[src/rtl/bp_nonsynth_cache_profiler_if.sv]
// Snapshot readout port of the cache profiler: valid/yumi handshake with a
// channel-selected view of the snapshot bank.
interface bp_nonsynth_cache_profiler_if #(
    parameter int num_caches_p    = 2,
    parameter int counter_width_p = 32,
    parameter int lg_caches_lp    = (num_caches_p > 1) ? $clog2(num_caches_p) : 1
);
    logic                         snap_v_o;
    logic                         snap_yumi_i;
    logic [lg_caches_lp-1:0]      snap_sel_i;
    logic [6*counter_width_p-1:0] snap_data_o;
    logic [counter_width_p-1:0]   snap_window_o;

    modport master (
        output snap_v_o, snap_data_o, snap_window_o,
        input  snap_yumi_i, snap_sel_i
    );

    modport slave (
        input  snap_v_o, snap_data_o, snap_window_o,
        output snap_yumi_i, snap_sel_i
    );
endinterface

[src/rtl/bp_nonsynth_cache_profiler.sv]
// Windowed per-cache hit/miss and miss-latency profiler with a snapshot bank
// that is handed to a consumer through a valid/yumi handshake.
module bp_nonsynth_cache_profiler #(
    parameter int  num_caches_p    = 2,
    parameter int  counter_width_p = 32,
    parameter int  window_cycles_p = 1024,
    localparam int lg_caches_lp    = (num_caches_p > 1) ? $clog2(num_caches_p) : 1
) (
    input  logic                       clk_i,
    input  logic                       reset_i,
    input  logic                       freeze_i,
    input  logic [num_caches_p-1:0]    load_hit_i,
    input  logic [num_caches_p-1:0]    load_miss_i,
    input  logic [num_caches_p-1:0]    store_hit_i,
    input  logic [num_caches_p-1:0]    store_miss_i,
    input  logic [num_caches_p-1:0]    req_v_i,
    input  logic [num_caches_p-1:0]    req_complete_i,
    output logic [counter_width_p-1:0] dropped_o,
    output logic [num_caches_p-1:0]    req_err_o,
    bp_nonsynth_cache_profiler_if.master snap
);
    localparam int cw_lp = counter_width_p;
    localparam int wt_w_lp = $clog2(window_cycles_p);

    typedef logic [cw_lp-1:0] cnt_t;

    typedef struct packed {
        cnt_t max_lat;
        cnt_t lat_sum;
        cnt_t store_miss;
        cnt_t store_hit;
        cnt_t load_miss;
        cnt_t load_hit;
    } stats_s;

    typedef enum logic {e_idle, e_busy} lat_state_e;

    function automatic cnt_t sat_inc(cnt_t a);
        return (&a) ? a : a + cnt_t'(1);
    endfunction

    function automatic cnt_t sat_add(cnt_t a, cnt_t b);
        logic [cw_lp:0] s;
        s = {1'b0, a} + {1'b0, b};
        return s[cw_lp] ? '1 : s[cw_lp-1:0];
    endfunction

    lat_state_e state_q [num_caches_p];
    lat_state_e state_n [num_caches_p];
    cnt_t       timer_q [num_caches_p];
    cnt_t       timer_n [num_caches_p];
    logic       rec_v   [num_caches_p];
    cnt_t       rec_lat [num_caches_p];
    logic [num_caches_p-1:0] err_set;

    stats_s live_q   [num_caches_p];
    stats_s live_upd [num_caches_p];
    stats_s bank_q   [num_caches_p];

    logic [wt_w_lp-1:0]      win_timer_q;
    cnt_t                    win_idx_q;
    cnt_t                    snap_win_q;
    cnt_t                    dropped_q;
    logic                    snap_v_q;
    logic [num_caches_p-1:0] req_err_q;
    logic                    boundary;
    logic                    bank_free;
    logic [lg_caches_lp-1:0] sel;

    // Latency FSM next-state logic, one instance per channel.
    always_comb begin
        for (int c = 0; c < num_caches_p; c++) begin
            // NOTE: every output gets a default first so no path can infer a latch.
            state_n[c] = state_q[c];
            timer_n[c] = timer_q[c];
            rec_v[c]   = 1'b0;
            rec_lat[c] = '0;
            err_set[c] = 1'b0;
            if (!freeze_i) begin
                unique case (state_q[c])
                    e_idle: begin
                        if (req_complete_i[c]) begin
                            if (req_v_i[c]) rec_v[c] = 1'b1;
                            else            err_set[c] = 1'b1;
                        end else if (req_v_i[c]) begin
                            state_n[c] = e_busy;
                            timer_n[c] = '0;
                        end
                    end
                    e_busy: begin
                        timer_n[c] = sat_inc(timer_q[c]);
                        if (req_complete_i[c]) begin
                            rec_v[c]   = 1'b1;
                            rec_lat[c] = sat_inc(timer_q[c]);
                            if (req_v_i[c]) timer_n[c] = '0;
                            else            state_n[c] = e_idle;
                        end else if (req_v_i[c]) begin
                            err_set[c] = 1'b1;
                        end
                    end
                    default: state_n[c] = e_idle;
                endcase
            end
        end
    end

    // Live counters including this cycle's events, so a boundary snapshot
    // captures events that land in the boundary cycle itself.
    always_comb begin
        for (int c = 0; c < num_caches_p; c++) begin
            live_upd[c] = live_q[c];
            if (!freeze_i) begin
                if (load_hit_i[c])   live_upd[c].load_hit   = sat_inc(live_q[c].load_hit);
                if (load_miss_i[c])  live_upd[c].load_miss  = sat_inc(live_q[c].load_miss);
                if (store_hit_i[c])  live_upd[c].store_hit  = sat_inc(live_q[c].store_hit);
                if (store_miss_i[c]) live_upd[c].store_miss = sat_inc(live_q[c].store_miss);
                if (rec_v[c]) begin
                    live_upd[c].lat_sum = sat_add(live_q[c].lat_sum, rec_lat[c]);
                    if (rec_lat[c] > live_q[c].max_lat) live_upd[c].max_lat = rec_lat[c];
                end
            end
        end
    end

    assign boundary  = !freeze_i && (win_timer_q == wt_w_lp'(window_cycles_p - 1));
    assign bank_free = !snap_v_q || snap.snap_yumi_i;

    always_ff @(posedge clk_i) begin
        if (reset_i) begin
            for (int c = 0; c < num_caches_p; c++) begin
                state_q[c] <= e_idle;
                timer_q[c] <= '0;
                live_q[c]  <= '0;
                // NOTE: the bank is plain flops, cleared so readout after reset is defined.
                bank_q[c]  <= '0;
            end
            win_timer_q <= '0;
            win_idx_q   <= '0;
            snap_win_q  <= '0;
            dropped_q   <= '0;
            snap_v_q    <= 1'b0;
            req_err_q   <= '0;
        end else begin
            for (int c = 0; c < num_caches_p; c++) begin
                state_q[c] <= state_n[c];
                timer_q[c] <= timer_n[c];
                live_q[c]  <= boundary ? '0 : live_upd[c];
            end
            req_err_q <= req_err_q | err_set;
            if (!freeze_i) win_timer_q <= boundary ? '0 : win_timer_q + wt_w_lp'(1);
            if (boundary) begin
                win_idx_q <= sat_inc(win_idx_q);
                if (bank_free) begin
                    bank_q     <= live_upd;
                    snap_win_q <= win_idx_q;
                    snap_v_q   <= 1'b1;
                end else begin
                    dropped_q <= sat_inc(dropped_q);
                end
            end else if (snap.snap_yumi_i) begin
                snap_v_q <= 1'b0;
            end
        end
    end

    assign sel = snap.snap_sel_i;

    always_comb begin
        snap.snap_data_o = '0;
        if (int'(sel) < num_caches_p) snap.snap_data_o = bank_q[sel];
    end

    assign snap.snap_v_o      = snap_v_q;
    assign snap.snap_window_o = snap_win_q;
    assign dropped_o          = dropped_q;
    assign req_err_o          = req_err_q;
endmodule

[src/flat_wrapper.sv]
// flat-port wrapper written by rule: the top's interface ports become plain ports
module bp_nonsynth_cache_profiler_flat 
#(
    parameter int  num_caches_p    = 2,
    parameter int  counter_width_p = 32,
    parameter int  window_cycles_p = 1024,
    localparam int lg_caches_lp    = (num_caches_p > 1) ? $clog2(num_caches_p) : 1
)
  (clk_i, reset_i, freeze_i, load_hit_i, load_miss_i, store_hit_i, store_miss_i, req_v_i, req_complete_i, dropped_o, req_err_o, snap_snap_v_o, snap_snap_data_o, snap_snap_window_o, snap_snap_yumi_i, snap_snap_sel_i);
  bp_nonsynth_cache_profiler_if #(.num_caches_p(num_caches_p), .counter_width_p(counter_width_p)) snap_i ();
  input  logic clk_i;
  input  logic reset_i;
  input  logic freeze_i;
  input  logic [num_caches_p-1:0] load_hit_i;
  input  logic [num_caches_p-1:0] load_miss_i;
  input  logic [num_caches_p-1:0] store_hit_i;
  input  logic [num_caches_p-1:0] store_miss_i;
  input  logic [num_caches_p-1:0] req_v_i;
  input  logic [num_caches_p-1:0] req_complete_i;
  output logic [counter_width_p-1:0] dropped_o;
  output logic [num_caches_p-1:0] req_err_o;
  output wire logic [$bits(snap_i.snap_v_o)-1:0] snap_snap_v_o;
  output wire logic [$bits(snap_i.snap_data_o)-1:0] snap_snap_data_o;
  output wire logic [$bits(snap_i.snap_window_o)-1:0] snap_snap_window_o;
  input wire logic [$bits(snap_i.snap_yumi_i)-1:0] snap_snap_yumi_i;
  input wire logic [$bits(snap_i.snap_sel_i)-1:0] snap_snap_sel_i;
  assign snap_snap_v_o = snap_i.snap_v_o;
  assign snap_snap_data_o = snap_i.snap_data_o;
  assign snap_snap_window_o = snap_i.snap_window_o;
  assign snap_i.snap_yumi_i = snap_snap_yumi_i;
  assign snap_i.snap_sel_i = snap_snap_sel_i;
  bp_nonsynth_cache_profiler #(.num_caches_p(num_caches_p), .counter_width_p(counter_width_p), .window_cycles_p(window_cycles_p)) u_core (.clk_i(clk_i), .reset_i(reset_i), .freeze_i(freeze_i), .load_hit_i(load_hit_i), .load_miss_i(load_miss_i), .store_hit_i(store_hit_i), .store_miss_i(store_miss_i), .req_v_i(req_v_i), .req_complete_i(req_complete_i), .dropped_o(dropped_o), .req_err_o(req_err_o), .snap(snap_i));
endmodule
[config.mk]
export PLATFORM = sky130hd
export DESIGN_NAME = bp_nonsynth_cache_profiler_flat
export DESIGN_NICKNAME = d
export VERILOG_FILES = /design/src/rtl/bp_nonsynth_cache_profiler_if.sv /design/src/rtl/bp_nonsynth_cache_profiler.sv /design/src/flat_wrapper.sv
export SDC_FILE = /design/constraint.sdc
export NUM_CORES = 2
export LEC_CHECK = 0
export BUFFER_PORTS_ARGS = -buffer_cell sky130_fd_sc_hd__buf_4
export CAP_MARGIN = 15
export CORE_ASPECT_RATIO = 0.7
export CORE_MARGIN = 4
export CORE_UTILIZATION = 45
export CTS_CLUSTER_DIAMETER = 150
export DETAILED_ROUTE_END_ITERATION = 6
export PLACE_DENSITY = 0.58
export SLEW_MARGIN = 20
export SYNTH_ARGS = -nofsm -noshare
export SYNTH_HDL_FRONTEND = slang
export SYNTH_SLANG_ARGS = --single-unit
[constraint.sdc]
create_clock -name clk_i -period 6.45 [get_ports clk_i]
set_input_delay 1.29 -clock clk_i [delete_from_list [all_inputs] [get_ports clk_i]]
set_output_delay 1.29 -clock clk_i [all_outputs]
set_load 0.02 [all_outputs]
==> summary.txt <==
Yosys
  – Cell count after synthesis: roughly 5200
  – Synth cell types: between 90 and 100
  – Post-synth ARST share: 0%
  – Synth top area cells: dfxtp_1 (43%), nor2_1 (7.4%), mux2_2 (4.9%), a21oi_1 (4.6%), xnor2_1 (4.1%)
  – Synth Cell Area: between 40000 and 50000 µm²
  – Ys flop type: dfxtp_1
  – EDFF count, synth: 0
  – Yosys top cell area share: between 40% and 50%
  – Syn. warnings: 0
  – Sequential-to-total area share from yosys stat: a little over two fifths
  – Syn avg cell area: about 8.6 µm²
  – Leading area contributor after synthesis: dfxtp_1
  – Syn nets: around 5400
  – Synthesis-stage register bit count: 943

Detailed routing
  – Final wirelength: 124000 µm
  – DRT Pass-1 Iters: 5
  – Initial drt markers: roughly 2600
  – Post-DR wirelength/cell: approximately 18 µm
  – Vias: ~37000
  – DRC: 0
  – Final ANT Viol Nets: 0
  – Via density: ~5.4

Placement
  – Gpl congestion: ~0.88
  – DP HPWL: between 80000 and 90000 µm
  – Port Buffer Count: roughly 280
  – Dpl ws: between 0.6 and 0.7 ns
  – Post-place instance area: between 40000 and 50000 µm²

Setup path
  – Crit-path max FO: 13
  – Slowest CP cell: a31oi_2
  – Worst path cell trace: ha_1, nand3_1, nor4_1, or4b_4, and2_1, and3_1, xnor2_1, nor2_1, ha_1, a21oi_1, o21ai_0, a21oi_2, a21oi_1, o41a_1, a31oi_2, nand3_1, a32o_1
  – Crit path kind: reg -> reg
  – R2r worst-path depth: 17
  – Worst EP arrival: 6.23 ns
  – CP delay by family, top: simple AND/OR/NAND/NOR gates
  – Slowest Stage Delay on Critical Path: ~0.62 ns
  – Worst setup SP type: register
  – Critical Path Sink Type: register
  – Origin of the critical flop-to-flop path: u_core.timer_q[0][32]
  – Critical path buffers and inverters: 0
  – CP Data Required Time: around 7 ns
  – R2R setup slack: 0.80 ns
  – Worst R2R End: u_core.bank_q[149]

Floorplan
  – I/O Pins: 276
  – Initial Util: around 45%
  – CORE AREA: ~100000 µm²
  – Total Die Area: 104000 µm²
  – Chip width: ~380 µm
  – Die H: between 200 and 300 µm
  – # rows: 96

Worst hold path
  – Worst Hold Depth: 2
  – HP Start: u_core.snap.snap_window_o[5]
  – Hold/Removal Path Class: reg -> reg
  – WHS Endpoint: u_core.snap.snap_window_o[5]

Final layout
  – Area Overhead vs Synth: 15.0%
  – Register area: roughly 19000 µm²
  – Nets: about 5500
  – Fin area: 51100 µm²
  – Layout cells sized above 1: roughly 14%
  – Fillers: between 9000 and 10000
  – Area of the multi-input gates: around 24000 µm²

Timing
  – Max Clock Freq: roughly 180 MHz
  – Post-Route Skew: roughly 0.022 ns
  – Tcrit/Tclk final: between 80% and 90%
  – Worst slew pin tran: about 1.1 ns
  – Final Hold Fails: 0
  – Slew Limit Fails: 0
  – Hold_ws: about 0.45 ns
  – Final worst slack: between 0.8 and 0.9 ns
  – Post-Route Setup TNS: 0 ns
  – Setup violators final: 0
  – RSZ-0062 raised after global routing: no
  – Slew headroom: 27.9%
  – Crit path time final: roughly 5.6 ns

GRT
  – Overflow after GRT: 0
  – Largest net degree at the start of global routing: roughly 260
  – Vias in the first global route: ~34000
  – All-Layer GR Usage: about 23%
  – First-pass GRT wire length: between 150000 and 200000 µm
  – Number of antenna violations at the first check in global routing: 3

Clock tree
  – CTS Hold Bufs: 0
  – H-tree depth: 3
  – Post-cts resize count: 0
  – Clk root buf: clkbuf_16
  – Post CTS Setup Buffer Count: 0
  – TritonCTS clock tree: built
  – CTS max path bufs: 3
  – Clk slew on worst S/H paths: approximately 0.060 ns
  – Clock sinks: roughly 940
  – Clock latency on the worst-skew pair: 0.69 ns
  – Total CTS buffers: slightly below 100

Run status
  – Status: completed

Run
  – Max cap viols: 0

Power
  – Peak VDD IR: around 0.00023 V
  – Pwr dens: 247 nW/µm²
  – NetSw: 2820 µW
  – Combinational cell fraction of total power: 3.4%
  – Pint: just under 10000 µW
  – Leak pwr: 0.0196 µW
  – Power Total: between 10000 and 15000 µW
  – Clk pwr share: approximately 50%
  – Register share of total power: between 40% and 50%
  – Sw frac: 22.4%
-- final cells by class --
type / count / area share (%)
multi-input cells: 3837 / 47.0
diodes: 3 / 0.0147
flip-flops and latches: 943 / 37.0
well taps: 1323 / 3.24
inverters: 114 / 0.848
clock buffers: 138 / 5.65
clock inverters: 41 / 1.43
repair buffers: 318 / 4.87
-- registers in the layout, indices dropped and copies added, names as in the netlist --
signal,flops
u_core.win_idx_q,32
u_core.snap.snap_v_o,1
u_core.bank_q,384
u_core.live_q,384
u_core.snap.snap_window_o,32
u_core.dropped_o,32
u_core.timer_q,64
u_core.state_q,2
u_core.win_timer_q,10
u_core.req_err_o,2
-- per-stage QoR --
step / utilization, % / instances
floorplan: - / 5190
global placement: 48.4 / 6535
detailed placement: 48.4 / 6535
CTS: 52.1 / 6714
global route: 52.1 / 6715
finish: 52.2 / 6717
-- worst max path at each step --
stage / startpoint / endpoint / slack (ns) / cells past startpoint
floorplan: freeze_i / u_core.bank_q[347] / 1.50 / 17
global placement: freeze_i / u_core.bank_q[149] / 0.76 / 14
detailed placement: freeze_i / u_core.bank_q[149] / 0.65 / 14
CTS: u_core.timer_q[0][32] / u_core.bank_q[147] / 0.91 / 18
global route: u_core.timer_q[0][32] / u_core.bank_q[149] / 0.44 / 17
finish: u_core.timer_q[0][32] / u_core.bank_q[149] / 0.80 / 17
-- tightest hold or removal path, cell delays in order, from the launching register on --
cell	delay, ns
dfxtp_1	0.31
nand2_1	0.05
a21oi_1	0.05
-- layer usage --
layer | global-route usage, % | up-vias | wire length [µm]
met4 | 5.39 | 2 | 2640
met3 | 4.22 | 148 | 7380
li1 | - | 18400 | -
met2 | 33.4 | 781 | 50700
met1 | 35.6 | 17200 | 63300
met5 | 0 | - | 20
-- power by group through the flow --
stage,Sequential [µW],Combinational [µW],Clock [µW]
floorplan,6000,297,0
global placement,6010,427,0
detailed placement,6010,428,0
CTS,5880,429,6460
global route,5880,469,6700
finish,5880,429,6300
-- placed cells by master, fill, tap and decap left out, types with 14 or more instances in the layout --
cell type / n
o22ai_1: 67
nand3_1: 152
o21bai_1: 14
ha_1: 141
o21a_1: 28
a211oi_1: 134
and3_1: 75
clkbuf_8: 27
mux2i_1: 78
nand4_1: 97
nand2_1: 361
and4_1: 43
dfxtp_1: 943
and2_1: 33
a21o_1: 60
inv_1: 112
clkbuf_16: 99
clkinv_2: 14
xnor2_1: 210
buf_4: 309
nor2_1: 874
xor2_1: 204
nor2b_1: 27
mux2_2: 192
nor3_1: 78
nor4_1: 25
or3_1: 34
bufinv_16: 17
o21ai_0: 314
a21oi_1: 407
-- synthesized netlist by cell type, types with 14 or more instances --
master    instances
mux2_2          192
nand3_1         152
mux2i_1          78
nand4_1          97
ha_1            141
o21bai_1         14
buf_2            31
nor3_1           79
xor2_1          204
a211oi_1        135
nor4_1           26
and4_1           43
and3_1           75
dfxtp_1         943
a21oi_1         408
nor2b_1          27
clkbuf_1        255
and2_1           33
o22ai_1          67
o21ai_0         315
a21o_1           60
inv_1           112
o21a_1           28
or3_1            34
nor2_1          874
xnor2_1         210
nand2_1         362
-- cell families (layout without fill, tap and decap cells) --
family                   Yosys count  count (layout)  synth area share, %
AND/OR/NAND/NOR                 1877            1877                 19.7
AO/OA/AOI/OAI                   1132            1132                 15.3
flip-flops                       943             943                 42.5
XOR/XNOR                         414             414                 8.17
buffers and inverters            410             611                 3.60
multiplexers                     271             271                 6.66
adder cells (fa/ha/maj)          143             143                 4.07
other                              0               3                    0
Note: power is estimated with default switching activity, not from simulation.
